`src/rtl/reg_bank_pkg.sv`:
```
// -----------------------------------------------------------------------------
// reg_bank_pkg
// Shared definitions for the control/status register bank: register map
// addresses, bit positions inside the typed registers, and the per-address
// register type used by the write decode.
// -----------------------------------------------------------------------------
package reg_bank_pkg;

    localparam int unsigned ADDR_W = 4;

    // Register map
    localparam logic [ADDR_W-1:0] ADDR_CTRL      = 4'd0;
    localparam logic [ADDR_W-1:0] ADDR_STATUS    = 4'd1;
    localparam logic [ADDR_W-1:0] ADDR_IRQ_STAT  = 4'd2;
    localparam logic [ADDR_W-1:0] ADDR_IRQ_MASK  = 4'd3;
    localparam logic [ADDR_W-1:0] ADDR_CFG0      = 4'd4;
    localparam logic [ADDR_W-1:0] ADDR_CFG1      = 4'd5;
    localparam logic [ADDR_W-1:0] ADDR_CFG2      = 4'd6;
    localparam logic [ADDR_W-1:0] ADDR_CFG3      = 4'd7;
    localparam logic [ADDR_W-1:0] ADDR_EVT_COUNT = 4'd8;
    localparam logic [ADDR_W-1:0] ADDR_VERSION   = 4'd15;

    // CTRL bit positions
    localparam int unsigned CTRL_START   = 0;
    localparam int unsigned CTRL_ENABLE  = 1;
    localparam int unsigned CTRL_CNT_CLR = 2;

    // STATUS bit positions
    localparam int unsigned STATUS_BUSY  = 0;
    localparam int unsigned STATUS_ERR   = 1;

    // IRQ_STAT / IRQ_MASK bit positions
    localparam int unsigned IRQ_DONE     = 0;
    localparam int unsigned IRQ_ERR      = 1;

    // SC covers CTRL: its strobe bits self-clear, ENABLE is stored alongside.
    typedef enum logic [1:0] {RW, RO, W1C, SC} reg_type_t;

    function automatic reg_type_t reg_type_of(input logic [ADDR_W-1:0] addr);
        case (addr)
            ADDR_CTRL:                                 return SC;
            ADDR_STATUS, ADDR_EVT_COUNT, ADDR_VERSION: return RO;
            ADDR_IRQ_STAT:                             return W1C;
            default:                                   return RW;
        endcase
    endfunction

endpackage

```
`src/rtl/reg_bank_ctrl_event_counter.sv`:
```
// -----------------------------------------------------------------------------
// event_counter
// Free-running wrap-around event counter.
//   clk, reset : clock, asynchronous active-high reset
//   inc        : count one event this cycle
//   clr        : clear to zero; wins over inc in the same cycle
//   count      : current count
// -----------------------------------------------------------------------------
module event_counter #(
    parameter int unsigned WIDTH = 32
) (
    input  logic             clk,
    input  logic             reset,
    input  logic             inc,
    input  logic             clr,
    output logic [WIDTH-1:0] count
);

    // NOTE: state is updated with non-blocking assignments so every flop
    // samples pre-edge values regardless of process ordering.
    always_ff @(posedge clk or posedge reset) begin
        if (reset) begin
            count <= '0;
        end else if (clr) begin
            count <= '0;
        end else if (inc) begin
            count <= count + 1'b1;
        end
    end

endmodule

```
`src/rtl/reg_bank_ctrl.sv`:
```
// -----------------------------------------------------------------------------
// reg_bank_ctrl
// Control/status register bank behind the AXI-lite slave register channel.
// Sixteen 32-bit registers (RW, RO, W1C, self-clearing), an event counter
// and a masked, registered interrupt.
//   clk, reset             : clock, asynchronous active-high reset
//   write_addr/data/en     : one write per cycle with write_en high
//   read_addr, read_data   : zero-latency combinational read port
//   start_pulse            : one-cycle strobe per START write
//   core_enable            : CTRL.ENABLE
//   cfg_out                : {CFG3, CFG2, CFG1, CFG0}
//   core_busy/done/error   : core status inputs
//   irq                    : registered |(IRQ_STAT & IRQ_MASK)
// -----------------------------------------------------------------------------
module reg_bank_ctrl
    import reg_bank_pkg::*;
#(
    parameter int unsigned                NUM_REGS   = 16,
    parameter int unsigned                DATA_WIDTH = 32,
    parameter logic [DATA_WIDTH-1:0]      VERSION    = 32'h0001_0000
) (
    input  logic                    clk,
    input  logic                    reset,
    input  logic [ADDR_W-1:0]       write_addr,
    input  logic [DATA_WIDTH-1:0]   write_data,
    input  logic                    write_en,
    input  logic [ADDR_W-1:0]       read_addr,
    output logic [DATA_WIDTH-1:0]   read_data,
    output logic                    start_pulse,
    output logic                    core_enable,
    output logic [4*DATA_WIDTH-1:0] cfg_out,
    input  logic                    core_busy,
    input  logic                    core_done,
    input  logic                    core_error,
    output logic                    irq
);

    logic                  enable_q;
    logic [1:0]            status_q;
    logic                  err_prev_q;
    logic [1:0]            irq_stat_q;
    logic [1:0]            irq_mask_q;
    logic [DATA_WIDTH-1:0] rw_file [NUM_REGS];
    logic [DATA_WIDTH-1:0] evt_count;

    reg_type_t             wr_type;
    logic                  wr_ctrl;
    logic                  wr_w1c;
    logic                  wr_rw;
    logic                  cnt_clr;
    logic [1:0]            irq_set;

    // Write decode
    always_comb begin
        wr_type = reg_type_of(write_addr);
        wr_ctrl = write_en && (wr_type == SC);
        wr_w1c  = write_en && (wr_type == W1C);
        wr_rw   = write_en && (wr_type == RW);
    end

    // CNT_CLR acts in the write cycle itself so it overrides a same-cycle done.
    assign cnt_clr = wr_ctrl && write_data[CTRL_CNT_CLR];

    // The STATUS flop is the current error sample; err_prev_q holds the one
    // before it, so the ERR edge lands one cycle after STATUS shows the rise.
    always_comb begin
        irq_set           = '0;
        irq_set[IRQ_DONE] = core_done;
        irq_set[IRQ_ERR]  = status_q[STATUS_ERR] && !err_prev_q;
    end

    // CTRL: START is a pure strobe; back-to-back writes give back-to-back pulses.
    always_ff @(posedge clk or posedge reset) begin
        if (reset) begin
            start_pulse <= 1'b0;
            enable_q    <= 1'b0;
        end else begin
            start_pulse <= wr_ctrl && write_data[CTRL_START];
            if (wr_ctrl) begin
                enable_q <= write_data[CTRL_ENABLE];
            end
        end
    end

    // STATUS, IRQ_STAT, IRQ_MASK and the interrupt register
    always_ff @(posedge clk or posedge reset) begin
        if (reset) begin
            status_q   <= '0;
            err_prev_q <= 1'b0;
            irq_stat_q <= '0;
            irq_mask_q <= '0;
            irq        <= 1'b0;
        end else begin
            status_q[STATUS_BUSY] <= core_busy;
            status_q[STATUS_ERR]  <= core_error;
            err_prev_q            <= status_q[STATUS_ERR];
            // Hardware set is OR-ed after the clear, so set wins a collision.
            irq_stat_q <= (wr_w1c ? (irq_stat_q & ~write_data[1:0]) : irq_stat_q)
                          | irq_set;
            if (wr_rw && (write_addr == ADDR_IRQ_MASK)) begin
                irq_mask_q <= write_data[1:0];
            end
            irq <= |(irq_stat_q & irq_mask_q);
        end
    end

    // CFG and SCRATCH storage, indexed by address; slots for other addresses
    // are never written and stay at zero.
    always_ff @(posedge clk or posedge reset) begin
        if (reset) begin
            // NOTE: this array is a bank of flops, not a RAM macro, so it
            // takes the asynchronous reset like any other register.
            for (int i = 0; i < NUM_REGS; i++) begin
                rw_file[i] <= '0;
            end
        end else if (wr_rw && (write_addr != ADDR_IRQ_MASK)) begin
            rw_file[write_addr] <= write_data;
        end
    end

    event_counter #(
        .WIDTH (DATA_WIDTH)
    ) u_evt_count (
        .clk   (clk),
        .reset (reset),
        .inc   (core_done),
        .clr   (cnt_clr),
        .count (evt_count)
    );

    assign core_enable = enable_q;
    assign cfg_out     = {rw_file[ADDR_CFG3], rw_file[ADDR_CFG2],
                          rw_file[ADDR_CFG1], rw_file[ADDR_CFG0]};

    // Read mux
    always_comb begin
        // NOTE: default first so every path assigns read_data; no latch.
        read_data = '0;
        case (read_addr)
            ADDR_CTRL:      read_data[CTRL_ENABLE] = enable_q;
            ADDR_STATUS:    read_data[1:0]         = status_q;
            ADDR_IRQ_STAT:  read_data[1:0]         = irq_stat_q;
            ADDR_IRQ_MASK:  read_data[1:0]         = irq_mask_q;
            ADDR_EVT_COUNT: read_data              = evt_count;
            ADDR_VERSION:   read_data              = VERSION;
            default:        read_data              = rw_file[read_addr];
        endcase
    end

endmodule
```
`config.mk`:
```
export PLATFORM = sky130hd
export DESIGN_NAME = reg_bank_ctrl
export DESIGN_NICKNAME = d
export VERILOG_FILES = /design/src/rtl/reg_bank_pkg.sv /design/src/rtl/reg_bank_ctrl_event_counter.sv /design/src/rtl/reg_bank_ctrl.sv
export SDC_FILE = /design/constraint.sdc
export NUM_CORES = 1
export LEC_CHECK = 0
export BUFFER_PORTS_ARGS = -buffer_cell sky130_fd_sc_hd__buf_2
export CAP_MARGIN = 20
export CORE_MARGIN = 10
export CORE_UTILIZATION = 45
export CTS_BUF_LIST = sky130_fd_sc_hd__clkbuf_2 sky130_fd_sc_hd__clkbuf_4 sky130_fd_sc_hd__clkbuf_8
export DETAILED_ROUTE_END_ITERATION = 8
export HOLD_SLACK_MARGIN = 0.02
export PLACE_DENSITY = 0.62
export SYNTH_ARGS = -nofsm -noshare
export SYNTH_HDL_FRONTEND = slang
export SYNTH_HIERARCHICAL = 1
export SYNTH_SLANG_ARGS = --single-unit
```
`constraint.sdc`:
```
create_clock -name clk -period 37.9 [get_ports clk]
set_input_delay 11.37 -clock clk [delete_from_list [all_inputs] [get_ports clk]]
set_output_delay 11.37 -clock clk [all_outputs]
set_load 0.005 [all_outputs]
```
==> run_results.csv, run 1 <==
group,metric,value,unit
worst_setup_path,cp_slowest_cell,"buf_4",
global_route,overflow,0,
die,die_y,220,um
yosys,postSynthCellCount,1448,
yosys,yosys_register_bits,362,
power_and_ir_drop,power,1.14,mW
clock_tree,max-clock-path-buffers,3,
final_layout,finalInstanceArea,0.0200,mm2
worst_setup_path,worst-path-buf-inv,5,
yosys,synth_compound_area_share,7.57,%
yosys,synth_top_family_by_area,"multiplexers",
yosys,ys_seq_area_share,50.1,%
yosys,ys.flop_type,"dfrtp_1",
power_and_ir_drop,powerDensity,56.8,mW/mm2
yosys,synth-xor-area-share,0.582,%
die,die_w,220,um
drt,antenna_left,0,
final_layout,drive_gt1_share,50.0,%
placed_design,place_inst,1949,
timing,tightestPinTransition,1.08,ns
worst_setup_path,path_cells,"buf_6 -> buf_4 -> buf_4 -> nor3_1 -> and2_1 -> buf_4 -> a22oi_1 -> o31ai_1 -> buf_2",
yosys,syn-num-nets,1495,
timing,final.setup.tns,0,ns
timing,hold_viol,0,
placed_design,gp_congestion,0.778,
yosys,synth_area_leaders,"dfrtp_1 50%, mux2_2 25%, buf_4 5.7%",
drt,vias,11600,
placed_design,place_area,0.0185,mm2
worst_setup_path,start_kind,"input pin",
die,row_count,73,
yosys,synth_edf_count,0,
global_route,grt_pass1_vias,12500,
drt,wl_per_cell,23.3,um
clock_tree,postCtsSetupBuffers,0,
die,fp.coreArea,0.0397,mm2
timing,post-route-period-util,68.7,%
power_and_ir_drop,ir_worst_vdd,0.0280,mV
global_route,grt_max_degree,118,
drt,routed_via_density,5.61,
timing,finalClockSkew,0.0228,ns
yosys,async_reset_ff_share,100,%
timing,setup_viol,0,
placed_design,post-dp-hpwl,30000,um
global_route,antenna_found_initial,1,
timing,rsz0062_at_grt,"no",
worst_setup_path,path_max_fanout,55,
worst_setup_path,required,26.53,ns
final_layout,antenna_cells,0,
final_layout,fin_cells,2067,
yosys,synthSimpleGateAreaFrac,4.66,%
final_layout,area_growth_syn_to_layout,10.7,%
clock_tree,root_buffer,"clkbuf_8",
yosys,syn_area,0.0181,mm2
die,die-area,0.0486,mm2
yosys,synthAdderAreaFrac,0.0692,%
placed_design,portBuffers,208,
yosys,yosysTopAreaCell,"dfrtp_1",
clock_tree,path_clk_slew,0.06,ns
worst_setup_path,crit_family,"buffers and inverters",
clock_tree,cts_tree,"built",
drt,firstDrtPassIters,5,
timing,fmax,38.4,MHz
power_and_ir_drop,power_leakage,8.93,nW
yosys,synthMuxAreaShare,28.3,%
clock_tree,ctsResizeCount,0,
clock_tree,ctsHtreeMaxLevel,3,
global_route,grtUsageTotal,19.9,%
die,initial_core_util,45.5,%
drt,wl,48100,um
die,top_level_ports,209,
worst_setup_path,crit_path_max_incr_delay,0.71,ns
hold_path,worst_hold_path_type,"flip-flop to flip-flop",
clock_tree,clock_latency,0.61,ns
worst_setup_path,cpMostUsedCell,"buf_4",
yosys,avgSynthCellArea,12.5,um2
clock_tree,cts_buffers,66,
worst_setup_path,end_kind,"primary output",
timing,drv_slew,0,
drt,drc,0,
timing,min_period,26.04,ns
worst_setup_path,crit_type,"input pin to primary output",
final_layout,final_nets,1541,
clock_tree,clkSinkCount,362,
drt,drt_iter0_drc,635,
yosys,synth.distinct_cells,47,
outcome,outcome,"complete, no violations",
clock_tree,holdBufCountCts,0,
run,maxCapViolations,0,
global_route,grt_pass1_wl,75000,um
worst_setup_path,cp.arrival,14.67,ns
timing,slew_headroom,27.8,%
yosys,synth_top_area_share,50.1,%
yosys,synth_warnings,6,
## cell usage after synthesis (all sizes together) (2+ instances only)
| cell | instances |
|---|---|
| xnor2 | 7 |
| o21ai | 35 |
| a32o | 30 |
| clkbuf | 34 |
| or3 | 10 |
| nand2b | 3 |
| nor2b | 13 |
| or2 | 3 |
| nand3b | 2 |
| xor2 | 5 |
| nor2 | 63 |
| or4 | 10 |
| nand3 | 5 |
| a22oi | 2 |
| mux2 | 423 |
| o22ai | 30 |
| nor3 | 7 |
| a21oi | 42 |
| inv | 7 |
| a211oi | 6 |
| and2 | 3 |
| a221o | 30 |
| dfrtp | 362 |
| a22o | 3 |
| mux2i | 33 |
| a221oi | 2 |
| nand2 | 21 |
| nand4 | 10 |
| buf | 221 |
| and4 | 2 |
| nor4 | 7 |
| o31ai | 9 |
## metrics by stage
stage / setup slack [ns] / utilization (%) / hold WS (ns)
after floorplan: 13.93 / - / 0.370
after global placement: 11.87 / 46.5 / 0.394
after detailed placement: 11.85 / 46.7 / 0.418
after CTS: 11.84 / 50.2 / 0.429
after global routing: 11.68 / 50.3 / 0.456
final: 11.86 / 50.3 / 0.445
## worst reg2reg max path: stages, from the launching register on
cell and delay, ns:
dfrtp_1 0.50, o2111ai_2 0.34, or3_1 0.70, nor4_1 0.41, mux2_2 0.37
## metal layers
| metal | global-route usage (%) | up-vias | wire length, um |
|---|---|---|---|
| li1 | - | 5222 | - |
| met4 | 6.96 | 2 | 1150 |
| met2 | 32.7 | 280 | 23400 |
| met1 | 25.8 | 6004 | 21200 |
| met3 | 3.95 | 79 | 2350 |
| met5 | 0 | - | 8 |
## power by group
group | total (mW) | internal (mW) | switching (mW) | leakage [nW]
sequential | 0.526 | 0.471 | 0.0552 | 4.48
combinational | 0.218 | 0.126 | 0.0921 | 3.70
clock | 0.392 | 0.228 | 0.164 | 0.745
total | 1.14 | 0.825 | 0.311 | 8.93
## state kept, by name (all words and copies together), names as in the netlist
signal and count:
irq_stat_q 2, core_enable 1, cfg_out 128, err_prev_q 1, status_q 2, rw_file 192, u_evt_count/count 32, irq 1
irq_mask_q 2, start_pulse 1
## cells in the final DEF (no fill, tap or decap), types with 4 or more instances in the layout
cell	count
or4_1	9
o21ai_1	5
nor3_1	7
nand4_1	10
clkbuf_4	20
nor2b_1	11
o21ai_0	30
nor2_1	54
buf_2	207
a221o_1	30
nand2_1	21
a32o_1	30
inv_1	6
nor2_4	9
mux2i_1	33
o22ai_1	30
nand3_1	5
a21oi_1	42
buf_16	4
clkinv_2	9
or3_1	8
xor2_1	5
xnor2_1	7
a211oi_1	6
buf_4	21
o31ai_1	9
nor4_1	6
clkbuf_8	82
dfrtp_1	362
mux2_2	399
mux2_1	24
## logic make-up (layout without fill, tap and decap cells)
family	after synthesis	in the layout
AO/OA/AOI/OAI	191	191
XOR/XNOR	12	12
adder cells (fa/ha/maj)	1	1
buffers and inverters	262	356
flip-flops	362	362
multiplexers	457	457
AND/OR/NAND/NOR	163	163
## worst paths after layout
kind / from / end / slack, ns / depth (start not counted)
worst max-delay path: read_addr[1] / read_data[0] / 11.86 / 9
worst min-delay path: status_q[1] / err_prev_q / 0.44 / 0
worst max register to register: u_evt_count/count[2] / u_evt_count/count[26] / 35.45 / 4
worst min register to register: status_q[1] / err_prev_q / 0.44 / 0
max in group asynchronous: reset / rw_file[63] / 25.11 / 5
min in group asynchronous: reset / u_evt_count/count[9] / 10.93 / 3
## final cells by class
type,instances,area [um2]
Fill cell,3530,19700
Sequential cell,362,9060
Multi-Input combinational cell,824,7530
Timing Repair Buffer,233,1320
Clock buffer,102,1280
Tap cell,525,657
Clock inverter,14,128
Inverter,7,33.8
No activity file was read; power rests on OpenSTA's default activity.
==> run 2: changes to the inputs <==
Clock period 37.9 ns to 27.1 ns, I/O delays scaled along.
==> run_results.csv, run 2 (synthesized netlist as in run 1, its figures left out) <==
group,metric,value,unit
outcome,outcome,"complete, no violations",
worst_setup_path,required,18.97,ns
final_layout,largest_reg_flops,192,
worst_setup_path,start_kind,"input pin",
final_layout,fin_util,50.5,%
final_layout,area_growth_syn_to_layout,11.0,%
worst_setup_path,rrSetupSlack,24.64,ns
final_layout,drive_gt1_share,50.2,%
worst_setup_path,end_kind,"primary output",
clock_tree,root_buffer,"clkbuf_8",
drt,routed_via_density,5.64,
hold_path,worst_hold_path_type,"flip-flop to flip-flop",
power_and_ir_drop,power_leakage,8.96,nW
clock_tree,max-clock-path-buffers,3,
global_route,use_met1,25.8,%
die,row_count,73,
clock_tree,clock_latency,0.61,ns
hold_path,whs_endpoint,"err_prev_q",
drt,wl_per_cell,23.3,um
die,die-area,0.0486,mm2
die,initial_core_util,45.5,%
global_route,grtUsageTotal,19.9,%
global_route,overflow,0,
global_route,grt_pass1_vias,12500,
worst_setup_path,worstRegToRegCells,4,
drt,drt_iter0_drc,647,
drt,vias,11700,
clock_tree,path_clk_slew,0.06,ns
worst_setup_path,crit_type,"input pin to primary output",
global_route,grt_max_degree,88,
global_route,grt_pass1_wl,75000,um
timing,setup_viol,0,
final_layout,fillers,3565,
final_layout,regMostFlops,"rw_file",
clock_tree,postCtsSetupBuffers,0,
die,die_y,220,um
worst_setup_path,path_max_fanout,55,
global_route,antenna_found_initial,0,
placed_design,portBuffers,208,
clock_tree,holdBufCountCts,0,
final_layout,regArea,0.00906,mm2
placed_design,place_ws,7.51,ns
drt,antenna_left,0,
placed_design,post-dp-hpwl,29800,um
drt,drc,0,
timing,tightestPinTransition,1.03,ns
timing,min_period,19.59,ns
global_route,gr-usage-met2,32.5,%
worst_setup_path,cp.arrival,11.46,ns
final_layout,final_cell_mix,"399 x mux2_2, 362 x dfrtp_1, 207 x buf_2",
placed_design,gp_congestion,0.778,
timing,finalClockSkew,0.0272,ns
final_layout,final_nets,1544,
global_route,met3_usage,4.33,%
global_route,top_usage_layer,"met2",
timing,fmax,51.0,MHz
timing,hold_viol,0,
power_and_ir_drop,ir_worst_vdd,0.0487,mV
worst_setup_path,r2r_end,"u_evt_count/count[26]",
clock_tree,clkSinkCount,362,
final_layout,multiInputGateArea,0.00753,mm2
drt,firstDrtPassIters,5,
clock_tree,cts_tree,"built",
die,top_level_ports,209,
timing,drv_slew,0,
timing,post-route-period-util,72.3,%
hold_path,worstHoldStart,"status_q[1]",
die,fp.coreArea,0.0397,mm2
die,die_w,220,um
power_and_ir_drop,powerDensity,79.3,mW/mm2
timing,slew_headroom,31.6,%
hold_path,hold_path_depth,0,
timing,final.setup.tns,0,ns
clock_tree,ctsHtreeMaxLevel,3,
worst_setup_path,reg2reg_from,"u_evt_count/count[2]",
timing,rsz0062_at_grt,"no",
clock_tree,cts_buffers,67,
run,maxCapViolations,0,
clock_tree,ctsResizeCount,0,
timing,layout_setup_ws,7.51,ns
drt,wl,48400,um
final_layout,layout_commonest_cell,"mux2_2",
run 2: critical path, cell delays in order:
cell and delay [ns]:
buf_6 0.46, buf_4 0.71, buf_4 0.63, nor3_1 0.13, and2_1 0.48, buf_4 0.39
a22oi_1 0.22, o31ai_1 0.09, buf_2 0.14
run 2: worst max path at each step:
stage,from,endpoint,slack [ns],depth (start not counted)
2_1_floorplan,read_addr[1],read_data[10],9.61,5
3_3_place_gp,read_addr[1],read_data[0],7.55,9
3_5_place_dp,read_addr[1],read_data[0],7.51,9
4_1_cts,read_addr[1],read_data[0],7.50,9
5_1_grt,read_addr[1],read_data[1],7.33,9
6_report,read_addr[1],read_data[0],7.51,9
run 2: cell type report:
| class | count | share of cell area (%) |
|---|---|---|
| Clock inverter | 3 | 0.0998 |
| Multi-Input combinational cell | 824 | 37.5 |
| Clock buffer | 116 | 6.96 |
| Antenna cell | 1 | 0.0125 |
| Tap cell | 525 | 3.27 |
| Inverter | 7 | 0.168 |
| Sequential cell | 362 | 45.2 |
| Timing Repair Buffer | 235 | 6.79 |
run 2: power breakdown:
group / switching, mW / total (mW) / internal, mW / leakage (nW)
combinational: 0.129 / 0.305 / 0.177 / 3.73
clock: 0.228 / 0.550 / 0.321 / 0.755
sequential: 0.0775 / 0.736 / 0.659 / 4.48
run 2: routing by layer:
metal / part of all wire (%) / up-vias
li1: - / 5238
met4: 2.7 / 0
met5: 0 / -
met1: 44 / 6099
met2: 49 / 264
met3: 4.6 / 96
run 2: metrics by stage:
| stage | power, mW | hold slack [ns] | area [um2] | std cells |
|---|---|---|---|---|
| finish | 1.59 | 0.403 | 20100 | 2073 |
| global route | 1.68 | 0.431 | 20100 | 2072 |
| CTS | 1.61 | 0.402 | 19900 | 2067 |
| detailed placement | 1.05 | 0.395 | 18500 | 1948 |
| global placement | 1.04 | 0.395 | 18500 | 1947 |
| floorplan | 0.989 | 0.370 | 18100 | 1448 |
==> run 3: changes to the inputs <==
Settings changed: PLACE_DENSITY 0.62 to 0.65.
Clock period 27.1 ns to 17.9 ns, I/O delays scaled along.
==> run_results.csv, run 3 (synthesized netlist as in run 1, its figures left out) <==
group,metric,value,unit
worst_setup_path,crit_path_start,"read_addr[1]",
worst_setup_path,start_kind,"input pin",
clock_tree,cts_buffers,66,
placed_design,portBuffers,208,
worst_setup_path,cp-endpoint,"read_data[3]",
global_route,overflow,0,
worst_setup_path,required,12.53,ns
drt,vias,11600,
final_layout,largest_reg_flops,192,
timing,rsz0062_at_grt,"no",
clock_tree,ctsHtreeMaxLevel,3,
die,initial_core_util,45.5,%
timing,setup_viol,0,
power_and_ir_drop,powerDensity,121,mW/mm2
clock_tree,holdBufCountCts,0,
final_layout,final_cell_mix,"399 x mux2_2, 362 x dfrtp_1, 207 x buf_2",
power_and_ir_drop,p_switching,0.660,mW
clock_tree,postCtsSetupBuffers,0,
worst_setup_path,crit_type,"input pin to primary output",
final_layout,final_nets,1538,
power_and_ir_drop,power_frac_seq,46.5,%
timing,hold_viol,0,
worst_setup_path,rrSetupSlack,15.46,ns
timing,fmax,74.2,MHz
timing,drv_slew,0,
die,top_level_ports,209,
drt,antenna_left,0,
clock_tree,clock_latency,0.60,ns
worst_setup_path,worstRegToRegCells,4,
outcome,outcome,"complete, no violations",
drt,drc,0,
global_route,antenna_found_initial,0,
drt,routed_via_density,5.63,
worst_setup_path,reg2reg_from,"u_evt_count/count[2]",
die,fp.coreArea,0.0397,mm2
worst_setup_path,end_kind,"primary output",
timing,slew_headroom,28.9,%
placed_design,place_inst,1947,
clock_tree,cts_tree,"built",
power_and_ir_drop,power,2.40,mW
power_and_ir_drop,power_leakage,8.87,nW
global_route,grt_pass1_vias,12400,
clock_tree,max-clock-path-buffers,3,
final_layout,regMostFlops,"rw_file",
drt,firstDrtPassIters,5,
power_and_ir_drop,comb_power_share,19.1,%
hold_path,worst_hold_path_type,"flip-flop to flip-flop",
run,maxCapViolations,0,
power_and_ir_drop,swShare,27.5,%
clock_tree,clkSinkCount,362,
final_layout,area_growth_syn_to_layout,10.2,%
global_route,grtUsageTotal,20.0,%
clock_tree,root_buffer,"clkbuf_8",
timing,final.setup.tns,0,ns
die,die_w,220,um
final_layout,fin_cells,2062,
worst_setup_path,cp.arrival,8.11,ns
placed_design,gp_congestion,0.787,
worst_setup_path,path_max_fanout,78,
worst_setup_path,r2r_end,"u_evt_count/count[28]",
drt,wl_per_cell,23.5,um
power_and_ir_drop,ir_worst_vdd,0.0563,mV
timing,post-route-period-util,75.3,%
drt,wl,48600,um
final_layout,layout_commonest_cell,"mux2_2",
die,die-area,0.0486,mm2
clock_tree,path_clk_slew,0.06,ns
timing,min_period,13.48,ns
timing,tightestPinTransition,1.07,ns
die,row_count,73,
timing,finalClockSkew,0.0267,ns
power_and_ir_drop,p_clk_share,34.4,%
drt,drt_iter0_drc,799,
placed_design,post-dp-hpwl,29700,um
global_route,grt_pass1_wl,75100,um
power_and_ir_drop,p_int,1.74,mW
die,die_y,220,um
global_route,grt_max_degree,136,
final_layout,drive_gt1_share,49.9,%
clock_tree,ctsResizeCount,0,
## run 3: cell count changes in the layout (fill, tap and decap cells not counted), sizes merged
cell / previous run / this run
clkinvlp: 2 / 4
bufinv: 0 / 2
clkinv: 1 / 0
inv: 7 / 9
buf: 235 / 230
clkbuf: 116 / 105
## run 3: metrics by stage
step                      worst slack, ns  utilization [%]  hold WS, ns  area [um2]
after floorplan                      3.39                -        0.370       18100
after global placement               4.51             46.5        0.395       18500
after detailed placement             4.42             46.6        0.393       18500
after CTS                            4.43             50.0        0.406       19900
after global routing                 4.32             50.1        0.419       19900
final                                4.42             50.1        0.405       19900
## run 3: worst max-delay path, stage by stage
cell and delay (ns):
buf_6 0.59, buf_4 0.84, mux2_2 0.42, a221o_1 0.30
a32o_1 0.26, buf_2 0.13
## run 3: layout make-up
type	count	area (um2)
Fill cell	3545	19800
Sequential cell	362	9060
Multi-Input combinational cell	824	7530
Clock buffer	105	1280
Timing Repair Buffer	230	1240
Tap cell	525	657
Clock inverter	8	108
Inverter	7	33.8
Antenna cell	1	2.50
## run 3: how the worst min path moves through the flow
| stage | startpoint | end | slack (ns) | cells after the start |
|---|---|---|---|---|
| detailed placement | status_q[1] | err_prev_q | 0.39 | 0 |
| global placement | status_q[1] | err_prev_q | 0.40 | 0 |
| CTS | status_q[1] | err_prev_q | 0.41 | 0 |
| global route | status_q[1] | err_prev_q | 0.42 | 0 |
| finish | status_q[1] | err_prev_q | 0.40 | 0 |
| floorplan | status_q[1] | err_prev_q | 0.37 | 0 |
## run 3: power by group through the flow
stage / sequential [mW] / combinational [mW] / clock, mW
detailed placement: 1.13 / 0.466 / 0
floorplan: 1.09 / 0.410 / 0
CTS: 1.11 / 0.469 / 0.853
finish: 1.12 / 0.460 / 0.827
global route: 1.14 / 0.509 / 0.892
global placement: 1.12 / 0.455 / 0
## run 3: per-layer routing
| metal | vias to the layer above | track usage [%] | routed length (um) |
|---|---|---|---|
| li1 | 5212 | - | - |
| met1 | 6046 | 25.9 | 21200 |
| met2 | 281 | 32.9 | 23700 |
| met3 | 61 | 4.42 | 2750 |
| met4 | 0 | 6.35 | 877 |
| met5 | - | 0 | 0 |
